--- config.mk ---
export PLATFORM = sky130hd
export DESIGN_NAME = midi_voice_alloc_flat
export DESIGN_NICKNAME = d
export VERILOG_FILES = /design/src/rtl/midi_voice_alloc_if.sv /design/src/rtl/midi_voice_alloc.sv /design/src/flat_wrapper.sv
export SDC_FILE = /design/constraint.sdc
export NUM_CORES = 1
export LEC_CHECK = 0
export CORE_ASPECT_RATIO = 1.75
export CORE_UTILIZATION = 58
export CTS_CLUSTER_SIZE = 12
export DETAILED_ROUTE_END_ITERATION = 8
export PLACE_DENSITY = 0.95
export SYNTH_ARGS = -nofsm -noshare
export SYNTH_HDL_FRONTEND = slang
export SYNTH_SLANG_ARGS = --single-unit
--- constraint.sdc ---
create_clock -name clk -period 5.7 [get_ports clk]
set_input_delay 0.855 -clock clk [delete_from_list [all_inputs] [get_ports clk]]
set_output_delay 0.855 -clock clk [all_outputs]
set_load 0.05 [all_outputs]
--- src/rtl/midi_voice_alloc_if.sv ---
// Received-byte bus feeding the MIDI voice allocator: one byte per cycle, qualified by rx_valid.
interface midi_voice_alloc_if;
    logic [7:0] rx_data;
    logic       rx_valid;

    modport master (output rx_data, output rx_valid);
    modport slave  (input  rx_data, input  rx_valid);
endinterface

--- src/rtl/midi_voice_alloc.sv ---
// MIDI byte-stream parser with running status driving a four-slot note/voice allocator.
// Handles note on/off, program change and all-notes-off; all outputs come straight from registers.
module midi_voice_alloc #(
    parameter int unsigned OMNI    = 32'd1,
    parameter logic [3:0]  CHANNEL = 4'd0
) (
    input  logic                     clk,
    input  logic                     rst,
    input  logic                     ce,
    midi_voice_alloc_if.slave        rx,
    output logic [6:0]               program_num,
    output logic [6:0]               note_num_0,
    output logic [6:0]               note_num_1,
    output logic [6:0]               note_num_2,
    output logic [6:0]               note_num_3,
    output logic [6:0]               note_vel_0,
    output logic [6:0]               note_vel_1,
    output logic [6:0]               note_vel_2,
    output logic [6:0]               note_vel_3
);

    localparam int NUM_SLOTS = 32'sd4;

    typedef enum logic [1:0] {
        ST_IDLE    = 2'd0,
        ST_WAIT_D1 = 2'd1,
        ST_WAIT_D2 = 2'd2
    } state_t;

    state_t      state_r, state_nxt_s;
    logic [7:0]  status_r, status_nxt_s;
    logic [6:0]  d1_r, d1_nxt_s;
    logic        take_s;
    logic        msg_done_s;
    logic [6:0]  msg_d1_s, msg_d2_s;
    logic        chan_ok_s;

    logic [6:0]  program_r, program_nxt_s;
    logic [1:0]  steal_r, steal_nxt_s;
    logic [6:0]  num_r [NUM_SLOTS];
    logic [6:0]  vel_r [NUM_SLOTS];
    logic [6:0]  num_nxt_s [NUM_SLOTS];
    logic [6:0]  vel_nxt_s [NUM_SLOTS];
    logic        hit_s, free_s;
    logic [1:0]  hit_idx_s, free_idx_s;

    assign take_s    = rx.rx_valid & ce;
    assign chan_ok_s = (OMNI != 32'd0) || (status_r[3:0] == CHANNEL);

    // Parser state, running status and latched first data byte
    always_ff @(posedge clk or negedge rst) begin
        if (!rst) begin
            state_r  <= ST_IDLE;
            status_r <= 8'h00;
            d1_r     <= 7'd0;
        end else begin
            state_r  <= state_nxt_s;
            status_r <= status_nxt_s;
            d1_r     <= d1_nxt_s;
        end
    end

    // Parser next state; flags a completed message together with its data bytes
    always_comb begin
        state_nxt_s  = state_r;
        status_nxt_s = status_r;
        d1_nxt_s     = d1_r;
        msg_done_s   = 1'b0;
        msg_d1_s     = 7'd0;
        msg_d2_s     = 7'd0;
        if (take_s) begin
            if (rx.rx_data[7]) begin
                if (rx.rx_data < 8'hF0) begin
                    status_nxt_s = rx.rx_data;
                    state_nxt_s  = ST_WAIT_D1;
                end else if (rx.rx_data < 8'hF8) begin
                    status_nxt_s = 8'h00;
                    state_nxt_s  = ST_IDLE;
                end else begin
                    // Real-time bytes are transparent to a message in progress
                    state_nxt_s  = state_r;
                end
            end else begin
                case (state_r)
                    ST_IDLE: begin
                        state_nxt_s = ST_IDLE;
                    end
                    ST_WAIT_D1: begin
                        d1_nxt_s = rx.rx_data[6:0];
                        if (status_r[7:4] == 4'hC) begin
                            msg_done_s  = 1'b1;
                            msg_d1_s    = rx.rx_data[6:0];
                            state_nxt_s = ST_WAIT_D1;
                        end else begin
                            state_nxt_s = ST_WAIT_D2;
                        end
                    end
                    ST_WAIT_D2: begin
                        msg_done_s  = 1'b1;
                        msg_d1_s    = d1_r;
                        msg_d2_s    = rx.rx_data[6:0];
                        state_nxt_s = ST_WAIT_D1;
                    end
                    default: begin
                        state_nxt_s = ST_IDLE;
                    end
                endcase
            end
        end else begin
            state_nxt_s = state_r;
        end
    end

    // Voice allocation and program update for a completed, accepted message
    always_comb begin
        program_nxt_s = program_r;
        steal_nxt_s   = steal_r;
        hit_s         = 1'b0;
        hit_idx_s     = 2'd0;
        free_s        = 1'b0;
        free_idx_s    = 2'd0;
        for (int i = 0; i < NUM_SLOTS; i++) begin
            num_nxt_s[i] = num_r[i];
            vel_nxt_s[i] = vel_r[i];
        end
        // Descending scan so the lowest matching index is the one that sticks
        for (int i = NUM_SLOTS - 32'sd1; i >= 32'sd0; i--) begin
            if ((vel_r[i] != 7'd0) && (num_r[i] == msg_d1_s)) begin
                hit_s     = 1'b1;
                hit_idx_s = 2'(i);
            end
            if (vel_r[i] == 7'd0) begin
                free_s     = 1'b1;
                free_idx_s = 2'(i);
            end
        end
        if (msg_done_s && chan_ok_s) begin
            case (status_r[7:4])
                4'h8, 4'h9: begin
                    if ((status_r[7:4] == 4'h8) || (msg_d2_s == 7'd0)) begin
                        for (int i = 0; i < NUM_SLOTS; i++) begin
                            if ((num_r[i] == msg_d1_s) && (vel_r[i] != 7'd0)) begin
                                vel_nxt_s[i] = 7'd0;
                            end
                        end
                    end else if (hit_s) begin
                        vel_nxt_s[hit_idx_s] = msg_d2_s;
                    end else if (free_s) begin
                        num_nxt_s[free_idx_s] = msg_d1_s;
                        vel_nxt_s[free_idx_s] = msg_d2_s;
                    end else begin
                        num_nxt_s[steal_r] = msg_d1_s;
                        vel_nxt_s[steal_r] = msg_d2_s;
                        steal_nxt_s        = steal_r + 2'd1;
                    end
                end
                4'hB: begin
                    if ((msg_d1_s == 7'd120) || (msg_d1_s == 7'd123)) begin
                        for (int i = 0; i < NUM_SLOTS; i++) begin
                            vel_nxt_s[i] = 7'd0;
                        end
                    end else begin
                        steal_nxt_s = steal_r;
                    end
                end
                4'hC: begin
                    program_nxt_s = msg_d1_s;
                end
                default: begin
                    program_nxt_s = program_r;
                end
            endcase
        end else begin
            program_nxt_s = program_r;
        end
    end

    // Output registers: program, steal pointer and the voice slots
    always_ff @(posedge clk or negedge rst) begin
        if (!rst) begin
            program_r <= 7'd0;
            steal_r   <= 2'd0;
            for (int i = 0; i < NUM_SLOTS; i++) begin
                num_r[i] <= 7'd0;
                vel_r[i] <= 7'd0;
            end
        end else begin
            program_r <= program_nxt_s;
            steal_r   <= steal_nxt_s;
            for (int i = 0; i < NUM_SLOTS; i++) begin
                num_r[i] <= num_nxt_s[i];
                vel_r[i] <= vel_nxt_s[i];
            end
        end
    end

    assign program_num = program_r;
    assign note_num_0  = num_r[0];
    assign note_num_1  = num_r[1];
    assign note_num_2  = num_r[2];
    assign note_num_3  = num_r[3];
    assign note_vel_0  = vel_r[0];
    assign note_vel_1  = vel_r[1];
    assign note_vel_2  = vel_r[2];
    assign note_vel_3  = vel_r[3];

endmodule

--- src/flat_wrapper.sv ---
// flat-port wrapper written by rule: the top's interface ports become plain ports
module midi_voice_alloc_flat 
#(
    parameter int unsigned OMNI    = 32'd1,
    parameter logic [3:0]  CHANNEL = 4'd0
)
  (clk, rst, ce, program_num, note_num_0, note_num_1, note_num_2, note_num_3, note_vel_0, note_vel_1, note_vel_2, note_vel_3, rx_rx_data, rx_rx_valid);
  midi_voice_alloc_if rx_i ();
  input  logic clk;
  input  logic rst;
  input  logic ce;
  output logic [6:0] program_num;
  output logic [6:0] note_num_0;
  output logic [6:0] note_num_1;
  output logic [6:0] note_num_2;
  output logic [6:0] note_num_3;
  output logic [6:0] note_vel_0;
  output logic [6:0] note_vel_1;
  output logic [6:0] note_vel_2;
  output logic [6:0] note_vel_3;
  input wire logic [$bits(rx_i.rx_data)-1:0] rx_rx_data;
  input wire logic [$bits(rx_i.rx_valid)-1:0] rx_rx_valid;
  assign rx_i.rx_data = rx_rx_data;
  assign rx_i.rx_valid = rx_rx_valid;
  midi_voice_alloc #(.OMNI(OMNI), .CHANNEL(CHANNEL)) u_core (.clk(clk), .rst(rst), .ce(ce), .rx(rx_i), .program_num(program_num), .note_num_0(note_num_0), .note_num_1(note_num_1), .note_num_2(note_num_2), .note_num_3(note_num_3), .note_vel_0(note_vel_0), .note_vel_1(note_vel_1), .note_vel_2(note_vel_2), .note_vel_3(note_vel_3));
endmodule
== After elaboration in Yosys (flattened, before gate mapping) ==
Index checks and enable logic that the tools add are counted.

* $lt $le $gt $ge: 8
* Reduce and logical (&&, ||, !) cells: 31
* Add/sub/neg operators: 1
* Eq/ne operators: 18
* Bitwise logic cells: 8
* Multiplexer cells: 55

{| class="wikitable"
|+ Operators with widths
! kind !! number
|-
| bitwise mux 28 bit || 5
|-
| 2-to-1 mux 28 bit || 5
|-
| 2-to-1 mux 7 bit || 13
|-
| one-hot mux 28 bit (2 select lines) || 1
|-
| demux 7 bit (select 2 bit) || 3
|-
| logical NOT 7 bit || 5
|-
| == test 7 bit || 4
|-
| nonzero test 7 bit || 4
|-
| 2-to-1 mux 2 bit || 12
|-
| AND reduction 4 bit || 5
|-
| == test 4 bit (second input constant) || 4
|-
| less-than comparator 8 bit (second input constant) || 2
|-
| 2-to-1 mux 8 bit || 2
|-
| == test 7 bit (second input constant) || 2
|-
| one-hot mux 7 bit (2 select lines) || 1
|-
| != test 3 x 2 -> 1 bit (second input constant) || 4
|-
| 2-to-1 mux 1 bit || 11
|-
| greater-or-equal comparator 3 bit (second input constant) || 3
|-
| less-than comparator 3 x 1 -> 1 bit (second input constant) || 3
|-
| inverter 2 -> 3 bit || 3
|-
| logical AND 1 bit || 7
|-
| AND reduction 3 bit || 2
|-
| AND reduction 5 bit || 1
|-
| inverter 1 bit || 4
|-
| other kinds (12) || 15
|}

* Output and inout port bits: 63
* Bits in registers: 82

== Logic depth before layout (Yosys ltp) ==
Gate-level depths: netlist of the first run.

* Depth in word-level cells: 20
* Gate-level depth with buffers: 13

== Least setup slack after synthesis of the first run ==
OpenSTA, ideal clock, no wires.

* Kind: input -> register
* Start point: input port rx_rx_data[5]
* End point: register u_core.vel_r (netlist bit u_core.note_vel_2[0])
* Cell stages on the path: 9
* Arrival time: 3.433 ns
* Required time: 5.575 ns
* Slack: 2.142 ns
* Path through: clkbuf_1 > a32oi_1 > nor3_1 > or4_1 > or3_1 > buf_6 > o211a_1 > a2111oi_4 > mux2_2

* Word-level cells in the longest chain between the ends: 19
* Elaborated cells between the ends (all ways): 41
* Classes of those cells: order compare: 2; eq/ne: 8; mux: 21; bitwise: 1; reduce/logical: 9

{| class="wikitable"
|+ RTL lines
! element !! RTL line !! text
|-
| start, declared || flat_wrapper.sv:21 || <nowiki>input wire logic [$bits(rx_i.rx_data)-1:0] rx_rx_data;</nowiki>
|-
| 2-to-1 mux 7 bit || midi_voice_alloc.sv:90 || <nowiki>if (status_r[7:4] == 4'hC) begin</nowiki>
|-
| one-hot mux 7 bit (2 select lines) || midi_voice_alloc.sv:84 || <nowiki>case (state_r)</nowiki>
|-
| 2-to-1 mux 7 bit || midi_voice_alloc.sv:72 || <nowiki>if (rx.rx_data[7]) begin</nowiki>
|-
| 2-to-1 mux 7 bit || midi_voice_alloc.sv:71 || <nowiki>if (take_s) begin</nowiki>
|-
| == test 7 bit || midi_voice_alloc.sv:128 || <nowiki>if ((vel_r[i] != 7'd0) && (num_r[i] == msg_d1_s)) begin</nowiki>
|-
| logical AND 1 bit || midi_voice_alloc.sv:128 ||
|-
| 2-to-1 mux 2 bit (4 in a row) || midi_voice_alloc.sv:128 ||
|-
| inverter 2 -> 3 bit (not written as such) || midi_voice_alloc.sv:147 || <nowiki>vel_nxt_s[hit_idx_s] = msg_d2_s;</nowiki>
|-
| greater-or-equal comparator 3 bit (not written as such) / less-than comparator 3 x 1 -> 1 bit (equally long branches) || midi_voice_alloc.sv:147 ||
|-
| logical AND 1 bit (not written as such) || midi_voice_alloc.sv:147 ||
|-
| 2-to-1 mux 7 bit (not written as such) || midi_voice_alloc.sv:147 ||
|-
| demux 7 bit (select 2 bit) || midi_voice_alloc.sv:147 ||
|-
| bitwise mux 28 bit || midi_voice_alloc.sv:147 ||
|-
| 2-to-1 mux 28 bit || midi_voice_alloc.sv:146 || <nowiki>end else if (hit_s) begin</nowiki>
|-
| 2-to-1 mux 28 bit || midi_voice_alloc.sv:140 || <nowiki>if ((status_r[7:4] == 4'h8) || (msg_d2_s == 7'd0)) begin</nowiki>
|-
| one-hot mux 28 bit (2 select lines) || midi_voice_alloc.sv:138 || <nowiki>case (status_r[7:4])</nowiki>
|-
| end signal, assigned by index || midi_voice_alloc.sv:192 || <nowiki>vel_r[i] <= vel_nxt_s[i];</nowiki>
|-
| end, declared || midi_voice_alloc.sv:41 || <nowiki>logic [6:0] vel_r [NUM_SLOTS];</nowiki>
|}

Several ways; a longest one is shown, not always the timed one.
A chain may end at the register's enable or synchronous reset.

== Final worst setup path of the first run ==
* Start point: input port rx_rx_data[4]
* End point: register u_core.num_r (netlist bit u_core.note_num_3[5])

* Word-level cells in the longest chain between the ends: 12
* Elaborated cells between the ends (all ways): 24
* Classes of those cells: eq/ne: 4; mux: 11; bitwise: 2; reduce/logical: 7

{| class="wikitable"
|+ RTL lines
! element !! RTL line !! text
|-
| 2-to-1 mux 7 bit || midi_voice_alloc.sv:90 ||
|-
| one-hot mux 7 bit (2 select lines) || midi_voice_alloc.sv:84 ||
|-
| 2-to-1 mux 7 bit || midi_voice_alloc.sv:72 ||
|-
| 2-to-1 mux 7 bit || midi_voice_alloc.sv:71 ||
|-
| == test 7 bit || midi_voice_alloc.sv:128 ||
|-
| logical AND 1 bit || midi_voice_alloc.sv:128 ||
|-
| 2-to-1 mux 1 bit (4 in a row) || midi_voice_alloc.sv:128 ||
|-
| inverter 1 bit (no line) || -- ||
|-
| AND reduction 4 bit (no line) * || -- ||
|-
| end signal, assigned by index || midi_voice_alloc.sv:191 || <nowiki>num_r[i] <= num_nxt_s[i];</nowiki>
|-
| end, declared || midi_voice_alloc.sv:40 || <nowiki>logic [6:0] num_r [NUM_SLOTS];</nowiki>
|}

Mark *: on every way between the ends. The rest lies on a longest branch, timed or not.

==> results.md, run 1 <==
- GRT overflow: 0
- Worst Tran Pin Value: 1.31 ns
- Vias in the first global route: 4009
- Crit-path max FO: 15
- Reg2reg setup slack: 1.51 ns
- YS warnings: 0
- Skew final: 0.00542 ns
- Min-Delay Path Class: reg -> reg
- Met3 Usage GRT: 0.0710
- Worst endpoint data arrival time: 4.45 ns
- Worst Setup SP: rx_rx_data[4]
- Total negative slack: 0 ns
- Final hold violations: 0
- Fin. max-slew vios: 0
- Post-DP HPWL: 8890 um
- Avg Vias per Cell: 6.86
- Post-CTS Setup Inserts: 0
- GRT met1 Usage: 0.387
- Die width: 67.9 um
- Synth Register Bits: 78
- RSZ-0062 raised after global routing: no
- Routed WL: 12500 um
- Hold slack: 0.507 ns
- Ys flop type: dfrtp_1
- Non-Filler Instances: 574
- Post-synthesis sequential area ratio: 0.443
- Initial core utilization: 0.605
- Max Clk Rate: 237 MHz
- GPL Wtd Cong: 0.926
- Post-route cell area: 5560 um2
- Nets@finish: 501
- Static leakage: 2.37 nW
- Number of hold-repair buffers added at the cts stage: 0
- Via Count: 3940
- Largest net degree at the start of global routing: 79
- Antenna viol nets, final: 0
- Tot Pwr: 1.47 mW
- Port bufs: 74
- Placed Area: 5210 um2
- Syn avg cell area: 10.8 um2
- CTS Sinks: 78
- CP startpoint kind: primary input
- H-tree Lvls: 3
- PwrDens: 265 nW/um2
- IO Count: 75
- Required time of the critical path: 5.92 ns
- DP Cell Count: 558
- Crit path capture type: register
- GRT Max-Usage Layer: met2
- Tot GR Track Use: 0.343
- Dpl ws: 1.26 ns
- Status: complete, no violations
- CTS Buf Count: 9
- Area delta synth->final: 26.1%
- Worst slew margin relative to its limit: 0.120
- Crit Path Class: in -> reg
- Clock Path Buffers: 2
- Worst-Skew Late Latency: 0.34 ns
- Final core occ: 0.763
- WL/cell: 21.8 um
- Worst hold start: u_core.program_num[6]$_DFFE_PN0P_
- Initial antenna violation count: 0
- # diodes: 0
- Final period util: 0.740
- CTS tree: built
- DIE AREA: 7970 um2
- Final WS setup: 1.48 ns
- Met2 usage: 0.548
- Drt pass-1 iters: 5
- Clock Tree Root: clkbuf_16
- Reg-to-Reg Start: u_core.note_vel_0[2]$_DFFE_PN0P_
- Post-synth EDFFs: 0
- Share of cells above drive strength 1: 0.203
- Row count: 41
- DR iter-0 viols: 283
- Post-synthesis cell type count: 65
- Syn Nets: 427
- DRC violations left: 0
- First-pass GRT wire length: 20300 um
- Max-cap violation count: 0
- Core area: 7280 um2
- Final setup vio count: 0
- Min Tclk post-route: 4.22 ns
- FFs w/ async S/R, synth: 1.00
- Peak VDD IR: 0.228 mV
- Post-synth design cell area: 4410 um2
- Mapped Cells: 409
- Clk slew on worst S/H paths: 0.06 ns
- Die Ht: 117 um
- Resized Gates After CTS: 0
==> kinds of logic (layout without fill, tap and decap cells) <==
family,Yosys count,count (layout),share of synthesized area
AO/OA/AOI/OAI,76,76,0.146
XOR/XNOR,4,4,0.00794
flip-flops,78,78,0.443
buffers and inverters,28,107,0.0281
adder cells (fa/ha/maj),6,6,0.0170
AND/OR/NAND/NOR,151,151,0.191
multiplexers,66,66,0.168
==> synthesized netlist by cell type (4+ instances only) <==
cell | instances | area [um2]
ha_1 | 6 | 75.1
nor3_1 | 25 | 125
a22oi_1 | 6 | 45.0
a31oi_1 | 6 | 37.5
a32o_1 | 7 | 70.1
nor2_1 | 27 | 101
nand3_1 | 8 | 40.0
dfrtp_1 | 78 | 1950
or4_1 | 7 | 52.6
clkbuf_1 | 7 | 26.3
inv_1 | 14 | 52.6
nor2b_1 | 6 | 37.5
nor3_2 | 4 | 40.0
a21oi_1 | 7 | 35.0
nor4_1 | 10 | 62.6
nor3b_1 | 6 | 45.0
nand2_1 | 30 | 113
nand4_1 | 4 | 25.0
a22o_1 | 4 | 35.0
o21ai_0 | 8 | 40.0
or3_1 | 6 | 37.5
o22ai_1 | 4 | 25.0
mux2_2 | 63 | 709
==> worst max-delay path, cell delays in order <==
cell,delay [ns]
clkdlybuf4s50_1,0.62
a32oi_1,0.80
a22oi_1,0.14
and3_1,0.22
nand4_1,0.40
nand4b_2,0.34
nor3_2,0.65
mux2_2,0.41
==> flip-flops by register name, indices dropped and copies added, names as in the netlist, 7 cells and up <==
| name | count |
|---|---|
| u_core.d1_r | 7 |
| u_core.note_num_0 | 7 |
| u_core.note_num_1 | 7 |
| u_core.note_num_2 | 7 |
| u_core.note_num_3 | 7 |
| u_core.note_vel_0 | 7 |
| u_core.note_vel_1 | 7 |
| u_core.note_vel_2 | 7 |
| u_core.note_vel_3 | 7 |
| u_core.program_num | 7 |
==> worst paths after layout <==
check	to	depth (start not counted)
max reg2reg	u_core.note_num_3[5]$_DFFE_PN0P_	8
min in group asynchronous	u_core.program_num[5]$_DFFE_PN0P_	1
min reg2reg	u_core.program_num[6]$_DFFE_PN0P_	1
max	u_core.note_num_3[5]$_DFFE_PN0P_	8
max in group asynchronous	u_core.note_num_3[1]$_DFFE_PN0P_	1
min	u_core.program_num[6]$_DFFE_PN0P_	1
==> power breakdown <==
group / internal, mW / switching [mW] / leakage [nW] / total, mW
clock: 0.443 / 0.215 / 0.175 / 0.658
combinational: 0.0748 / 0.126 / 1.14 / 0.201
sequential: 0.582 / 0.0307 / 1.05 / 0.613
==> placed cells by master, fill, tap and decap left out, drive strengths merged, types with 7 or more instances in the layout <==
cell type	n
nor2	27
dfrtp	78
a21oi	7
nor4	10
inv	14
nand2	30
mux2	63
clkbuf	14
a32oi	7
nor3	29
nor3b	7
o21ai	8
nand3	8
a32o	7
clkdlybuf4s50	73
or4	7
==> layer usage <==
layer | routed length, um | up-vias
met1 | 4380 | 1931
li1 | - | 1715
met5 | 0 | -
met2 | 6460 | 227
met3 | 857 | 67
met4 | 804 | 0
==> area by class of cell <==
cell class | count | area (um2)
Inverter | 14 | 52.6
Clock inverter | 2 | 60.1
Multi-Input combinational cell | 303 | 2330
Tap cell | 86 | 108
Timing Repair Buffer | 77 | 761
Fill cell | 485 | 1720
Sequential cell | 78 | 1950
Clock buffer | 14 | 294
(Power assumes the default switching activity.)
==> run 2, diff against run 1 <==
--- a/config.mk
+++ b/config.mk
@@ -6,10 +6,10 @@
 export NUM_CORES = 1
 export LEC_CHECK = 0
 export CORE_ASPECT_RATIO = 1.75
-export CORE_UTILIZATION = 58
+export CORE_UTILIZATION = 48
 export CTS_CLUSTER_SIZE = 12
 export DETAILED_ROUTE_END_ITERATION = 8
-export PLACE_DENSITY = 0.95
+export PLACE_DENSITY = 0.87
 export SYNTH_ARGS = -nofsm -noshare
 export SYNTH_HDL_FRONTEND = slang
 export SYNTH_SLANG_ARGS = --single-unit
==> constraint.sdc (replaced) <==
create_clock -name clk -period 3.7 [get_ports clk]
set_input_delay 0.555 -clock clk [delete_from_list [all_inputs] [get_ports clk]]
set_output_delay 0.555 -clock clk [all_outputs]
set_load 0.05 [all_outputs]
==> run 2 against run 1 <==
Wire length rose by 2.9%. Die area increased by 20%. Combinational power grew 82%. Non-clock buffer count rose by 39. Hold slack worse by 0.18 ns. Global-route usage is 5.5 points lower. Critical path type is now reg -> reg. Largest cell class unchanged. Largest power group is now registers.
==> results.md, run 2 (synthesized netlist as in run 1, its figures left out) <==
- Commonest non-fill, non-tap cell in the layout: dfrtp_1
- Drt pass-1 iters: 5
- Total negative slack: 0 ns
- Clock Path Buffers: 2
- Clk slew on worst S/H paths: 0.06 ns
- Skew final: 0.00454 ns
- Core area: 8780 um2
- Clock Tree Root: clkbuf_16
- Min-Delay Path Class: in -> async
- Die Ht: 129 um
- Post-route cell area: 5850 um2
- # diodes: 0
- Crit-path max FO: 12
- Initial core utilization: 0.502
- Crit path capture type: register
- Reg2reg setup slack: 0.15 ns
- Peak VDD IR: 0.286 mV
- Worst R2R End: u_core.note_num_3[2]$_DFFE_PN0P_
- Critical-path top delay cell: nor3_2
- CTS Buf Count: 9
- DRC violations left: 0
- Nets@finish: 540
- Commonest cells after routing, fill and taps aside: 78 x dfrtp_1, 73 x clkdlybuf4s50_1, 63 x mux2_2, 42 x buf_4, 30 x nand2_1
- Via Count: 4027
- Tot Pwr: 2.18 mW
- Share of cells above drive strength 1: 0.264
- Avg Vias per Cell: 6.25
- Routed WL: 12900 um
- DIE AREA: 9590 um2
- Port bufs: 74
- Worst Tran Pin Value: 0.986 ns
- Worst slew margin relative to its limit: 0.343
- First-pass GRT wire length: 20500 um
- Die width: 74.5 um
- H-tree Lvls: 3
- Critical path buffers and inverters: 3
- DR iter-0 viols: 296
- Worst endpoint data arrival time: 3.77 ns
- CP peak stage delay: 0.57 ns
- Worst R2R Path Depth: 11
- RSZ-0062 raised after global routing: no
- Status: complete, no violations
- Initial antenna violation count: 0
- Vias in the first global route: 4005
- Number of hold-repair buffers added at the cts stage: 0
- Setup crit end: u_core.note_num_3[2]$_DFFE_PN0P_
- IO Count: 75
- PwrDens: 372 nW/um2
- Final period util: 0.959
- Antenna viol nets, final: 0
- CTS tree: built
- Static leakage: 2.53 nW
- Worst Setup SP: u_core.status_r[4]$_DFFE_PN0P_
- Final hold violations: 0
- CP startpoint kind: register
- WL/cell: 20.0 um
- Post-DP HPWL: 9650 um
- Worst path depth: 11
- Max-cap violation count: 0
- Fin. max-slew vios: 0
- Largest net degree at the start of global routing: 79
- Min Tclk post-route: 3.55 ns
- Row count: 45
- Reg-to-Reg Start: u_core.status_r[4]$_DFFE_PN0P_
- Required time of the critical path: 3.93 ns
- CTS Sinks: 78
- GRT overflow: 0
- GPL Wtd Cong: 0.911
- Worst-Skew Late Latency: 0.34 ns
- Max Clk Rate: 282 MHz
- Delay-heaviest family, CP: simple AND/OR/NAND/NOR gates
- Crit Path Class: reg -> reg
- Placed Area: 5550 um2
- Tot GR Track Use: 0.289
- Crit-path cells: and4bb_1 > buf_4 > a32oi_1 > buf_4 > or3_1 > nand4_1 > or3_1 > nand2_1 > buf_4 > nor3_2 > mux2_2
- Area delta synth->final: 32.7%
- Critical path's most frequent cell: buf_4
- Final setup vio count: 0
[run 2: layer usage]
layer | track usage | vias to the layer above | wire, um
li1 | - | 1797 | -
met1 | 0.301 | 1962 | 4550
met4 | 0.198 | 0 | 763
met3 | 0.0517 | 66 | 691
met2 | 0.507 | 202 | 6870
met5 | 0 | - | 0
[run 2: repair_timing]
item / CTS / global route
endpoints found under the setup margin: 0 / 35
gates resized for setup: 0 / 1
buffers inserted: 0 / 0
[run 2: layout make-up]
| type | count | area, um2 |
|---|---|---|
| tap | 117 | 146 |
| inverter | 14 | 52.6 |
| clock buffer | 9 | 225 |
| timing repair buffer | 116 | 1070 |
| multi-input combinational | 303 | 2340 |
| fill | 688 | 2930 |
| sequential | 78 | 1950 |
| clock inverter | 7 | 75.1 |
[run 2: worst min-delay path by stage]
stage / end / slack (ns) / cells past startpoint
after floorplan: u_core.d1_r[0]$_DFFE_PN0P_ / 0.26 / 0
after global placement: u_core.state_r[1]$_DFFE_PN0P_ / 0.49 / 2
after detailed placement: u_core.program_num[1]$_DFFE_PN0P_ / 0.50 / 1
after CTS: u_core.d1_r[5]$_DFFE_PN0P_ / 0.40 / 1
after global routing: u_core.d1_r[5]$_DFFE_PN0P_ / 0.46 / 1
final: u_core.d1_r[5]$_DFFE_PN0P_ / 0.33 / 1
[run 2: power breakdown]
group | switching (mW) | leakage (nW) | internal [mW]
combinational | 0.205 | 1.33 | 0.159
sequential | 0.0433 | 1.05 | 0.896
clock | 0.351 | 0.138 | 0.522
total | 0.599 | 2.53 | 1.58
[run 2: through the flow]
| step | hold slack, ns | setup WS [ns] | instances | util |
|---|---|---|---|---|
| floorplan | 0.259 | 0.442 | 409 | - |
| global placement | 0.489 | 0.0909 | 628 | 0.632 |
| detailed placement | 0.497 | 0.00867 | 628 | 0.632 |
| CTS | 0.404 | 0.107 | 644 | 0.666 |
| global route | 0.458 | 0.00906 | 644 | 0.667 |
| finish | 0.330 | 0.153 | 644 | 0.667 |
